<file path="src/rtl/mem_port_arbiter.sv">
// mem_port_arbiter
//   Shares one synchronous-read memory port between instruction fetch,
//   data load and data store for the LC-3 pipeline.
//   Fixed priority store > load > fetch. While locked (indirect load in
//   progress) only the load side may be granted.
//   Optional fetch anti-starvation override, enabled by defining
//   MEM_ARB_STARVE_EN: after STARVE_LIMIT consecutive denied fetch cycles
//   fetch is promoted above store and load (only while UNLOCKED).
//
// Ports
//   clk, rst_n                 clock (rising edge), async active-low reset
//   f_req/f_addr               fetch request and address
//   f_gnt/f_rvalid/f_rdata     fetch grant, read valid, read data
//   l_req/l_addr/l_lock        load request, address, keep-port-after-grant
//   l_gnt/l_rvalid/l_rdata     load grant, read valid, read data
//   s_req/s_addr/s_wdata       store request, address, data
//   s_gnt                      store grant
//   mem_en/mem_we              memory access / write enable
//   mem_addr/mem_wdata         memory address / write data
//   mem_rdata                  memory read data (one cycle after a read)

module mem_port_arbiter #(
  parameter int unsigned AW           = 16,
  parameter int unsigned DW           = 16,
  parameter int unsigned STARVE_LIMIT = 4
) (
  input  logic          clk,
  input  logic          rst_n,
  input  logic          f_req,
  input  logic [AW-1:0] f_addr,
  output logic          f_gnt,
  output logic          f_rvalid,
  output logic [DW-1:0] f_rdata,
  input  logic          l_req,
  input  logic [AW-1:0] l_addr,
  input  logic          l_lock,
  output logic          l_gnt,
  output logic          l_rvalid,
  output logic [DW-1:0] l_rdata,
  input  logic          s_req,
  input  logic [AW-1:0] s_addr,
  input  logic [DW-1:0] s_wdata,
  output logic          s_gnt,
  output logic          mem_en,
  output logic          mem_we,
  output logic [AW-1:0] mem_addr,
  output logic [DW-1:0] mem_wdata,
  input  logic [DW-1:0] mem_rdata
);

  typedef enum logic {
    UNLOCKED = 1'b0,
    LOCKED   = 1'b1
  } state_t;

  state_t state;
  logic   override;

`ifdef MEM_ARB_STARVE_EN
  localparam logic [3:0] LIMIT = 4'(STARVE_LIMIT);

  logic [3:0] starve_cnt;

  always_ff @(posedge clk or negedge rst_n) begin
    if (!rst_n) begin
      starve_cnt <= '0;
    end else if (!f_req || f_gnt) begin
      starve_cnt <= '0;
    end else if (starve_cnt != LIMIT) begin
      starve_cnt <= starve_cnt + 4'd1;
    end
  end

  assign override = (starve_cnt == LIMIT) && (state == UNLOCKED);
`else
  logic unused_starve_cfg;
  assign unused_starve_cfg = ^(4'(STARVE_LIMIT));
  assign override = 1'b0;
`endif

  // Grants are combinational so a winning request is served the same cycle;
  // gating with rst_n keeps the port quiet while reset is asserted.
  always_comb begin
    f_gnt = 1'b0;
    l_gnt = 1'b0;
    s_gnt = 1'b0;
    if (rst_n) begin
      if (state == LOCKED) begin
        l_gnt = l_req;
      end else if (override && f_req) begin
        f_gnt = 1'b1;
      end else if (s_req) begin
        s_gnt = 1'b1;
      end else if (l_req) begin
        l_gnt = 1'b1;
      end else if (f_req) begin
        f_gnt = 1'b1;
      end
    end
  end

  always_comb begin
    mem_addr  = '0;
    mem_wdata = '0;
    if (s_gnt) begin
      mem_addr  = s_addr;
      mem_wdata = s_wdata;
    end else if (l_gnt) begin
      mem_addr = l_addr;
    end else if (f_gnt) begin
      mem_addr = f_addr;
    end
  end

  assign mem_en = f_gnt | l_gnt | s_gnt;
  assign mem_we = s_gnt;

  // Lock FSM plus the registered read-owner tags.
  always_ff @(posedge clk or negedge rst_n) begin
    if (!rst_n) begin
      state    <= UNLOCKED;
      f_rvalid <= 1'b0;
      l_rvalid <= 1'b0;
    end else begin
      f_rvalid <= f_gnt;
      l_rvalid <= l_gnt;
      case (state)
        UNLOCKED: if (l_gnt && l_lock)  state <= LOCKED;
        LOCKED:   if (l_gnt && !l_lock) state <= UNLOCKED;
        default:  state <= UNLOCKED;
      endcase
    end
  end

  assign f_rdata = f_rvalid ? mem_rdata : '0;
  assign l_rdata = l_rvalid ? mem_rdata : '0;

endmodule

</file>
<file path="config.mk">
export PLATFORM = sky130hd
export DESIGN_NAME = mem_port_arbiter
export DESIGN_NICKNAME = d
export VERILOG_FILES = /design/src/rtl/mem_port_arbiter.sv
export SDC_FILE = /design/constraint.sdc
export NUM_CORES = 1
export LEC_CHECK = 0
export CORE_MARGIN = 2
export CORE_UTILIZATION = 24
export CTS_BUF_LIST = sky130_fd_sc_hd__clkbuf_8 sky130_fd_sc_hd__clkbuf_16
export DETAILED_ROUTE_END_ITERATION = 8
export PLACE_DENSITY_LB_ADDON = 0.08
export SLEW_MARGIN = 5
export SYNTH_ARGS = -nofsm -noshare
export SYNTH_HDL_FRONTEND = slang
export SYNTH_SLANG_ARGS = --single-unit
</file>
<file path="constraint.sdc">
create_clock -name clk -period 3.74 [get_ports clk]
set_clock_uncertainty 0.1 [all_clocks]
set_input_delay 0.561 -clock clk [delete_from_list [all_inputs] [get_ports clk]]
set_output_delay 0.561 -clock clk [all_outputs]
set_load 0.03 [all_outputs]
</file>
==> results.ini <==
[status]
outcome = complete, no violations

[global_route]
grt_pass1_wl_mm = 6.541
grt_overflow = 0
grtUsageTotal_pct = 18.13
grt_pass1_vias = 1352
grt_max_degree = 35
antenna_found_initial = 0

[timing]
setup_violations = 0
period_share_pct = 86.09
final_max_slew_viol_count = 0
finalCriticalPeriod_ns = 3.220
grt_setup_unrepaired = false
worst_slew_pin_slew_ns = 0.6526
timing.fmax_mhz = 310.6
timing.slew.headroom_pct = 56.49
finalHoldViolations = 0
fin_tns_setup_ns = 0

[layout]
fin_util_pct = 62.51
drive_gt1_share_pct = 16.15
layoutNonFillerInstCount = 341
antenna_cells = 0
final_cell_area_um2 = 2482
layout.nets = 378
syn_to_final_growth_pct = 151.1
layout_commonest_cell = clkdlybuf4s50_1
mostFrequentLayoutCells = clkdlybuf4s50_1 (120), and2_1 (48), buf_4 (40), nor2_1 (18), nand3b_1 (16)

[logic_synthesis]
synth_top_area_share_pct = 30.38
synth.cell_area_um2 = 988.4
yosys-top-cells-area = and2_1 (30%), nand3b_1 (12%), o221ai_1 (12%)
syn_inst = 144
yosys_warnings = 0
syn-num-nets = 230
seq_area_frac_synth_pct = 7.595
synth-seq-cells = 3
synth.avg_cell_area_um2 = 6.864
ys_types = 23
synth_top_area_cell = and2_1

[pwr]
ir_worst_vdd_mv = 0.07784
p_leak_uw = 0.001020
p_per_area_nw_per_um2 = 174.8

[clock_tree]
path_clk_slew_ns = 0.03
post-cts-setup-buffers = 0
cts_max_level = 1
cts_tree = yes
cts.sinks = 3
clock_path_buffers = 2
clkLatencyLatePin_ns = 0.22
cts_root_buf = clkbuf_8
cts_made_buffers = 3
hold_buffers = 0
cts.repair.resized = 0

[min_path]
holdPathStages = 1
hold_class = reg -> reg

[worst_setup_path]
crit_chain = clkdlybuf4s50_1 -> nand3b_4 -> inv_2 -> o221ai_1 -> a21oi_1 -> buf_4
reg2reg_setup_slack_ns = 2.18
critPathTopFamily = buffers and inverters
critPathArrivalTime_ns = 2.56
startpoint = rst_n
cp_max_fo = 34
cp_num_buf_inv = 3
endpoint_kind = output port
reg2reg_to = f_rvalid
slowest_delay_ns = 0.74
rr_worst_depth = 2
start_kind = input port
critical_path_class = in -> out
worstPathRequired_ns = 3.08
slowest_stage = clkdlybuf4s50_1

[floorplan]
initial_core_util_pct = 24.89
die-area_um2 = 4648
coreArea_um2 = 3971
die_x_um = 68.18
num_io_pins = 157
rows = 23
die_h_um = 68.18

[drt]
finalWirelength_mm = 4.571
vias_per_cell = 4.748
dr_total_vias = 1619
first_iter_violations = 47
antenna_left = 0
detail_route.wl_per_cell_um = 13.40
drtPass1Iterations = 4
drc = 0

[placement]
placed_cells = 337
dp_hpwl_mm = 3.710
numPortBuffers = 156
place_area_um2 = 2437
gp_congestion = 0.7319

[flow_run]
maxCapViolations = 0

## power by group
| part | switching (uW) | internal (uW) | total [uW] |
|---|---|---|---|
| Combinational | 142 | 158 | 300 |
| Sequential | 5.54 | 35.3 | 40.8 |
| Clock | 22.8 | 70.0 | 92.8 |
## synthesized netlist by cell type
cell / instances
and4bb_1: 1
buf_2: 2
nand3b_1: 16
o221ai_2: 1
buf_4: 4
a21oi_2: 1
inv_2: 1
buf_6: 3
o221ai_1: 13
clkbuf_1: 7
o21ai_0: 1
nor2b_1: 1
a41oi_1: 2
and2b_1: 1
o22a_1: 1
a21oi_1: 15
nor2_1: 18
nand2b_1: 2
and2_1: 48
dfrtp_1: 3
nand2_1: 1
buf_8: 1
nand3b_4: 1
## worst max-delay path by stage
stage | end | slack, ns | cells past startpoint
2_1_floorplan | mem_addr[10] | 1.36 | 6
3_3_place_gp | mem_addr[5] | 0.55 | 6
3_5_place_dp | mem_addr[1] | 0.51 | 6
4_1_cts | mem_addr[1] | 0.51 | 6
5_1_grt | mem_addr[5] | 0.37 | 6
6_report | mem_addr[15] | 0.52 | 6
## metrics by stage
stage / setup slack [ns] / power [uW] / hold slack, ns
floorplan: 1.359 / 188.3 / 0.1654
global placement: 0.5493 / 342.5 / 0.4589
detailed placement: 0.5141 / 343.2 / 0.4556
CTS: 0.5075 / 438.6 / 0.4795
global route: 0.3666 / 458.7 / 0.5262
finish: 0.5201 / 434.0 / 0.4736
## logic make-up after synthesis
| family | Yosys count | synth area share (%) |
|---|---|---|
| AOI/OAI and AO/OA | 34 | 24.68 |
| DFF | 3 | 7.595 |
| buffers and inverters | 18 | 12.02 |
| and+or+nand+nor | 89 | 55.70 |
## layout make-up
cell class                 instances  area [um^2]
clock buffer                       3        41.29
clock inverter                     1        3.754
fill                             385         1489
inverter                           1        3.754
multi-input combinational        123        794.5
sequential                         3        75.07
tap                               50        62.56
timing repair buffer             160         1501
## metal layers
layer | global-route usage [%] | routed length [um] | vias up
li1 | - | - | 796
met1 | 20.75 | 1672 | 713
met2 | 32.52 | 2288 | 107
met3 | 5.921 | 586 | 3
met4 | 4.000 | 23 | 0
met5 | 0 | 0 | -
(Power assumes the default switching activity.)
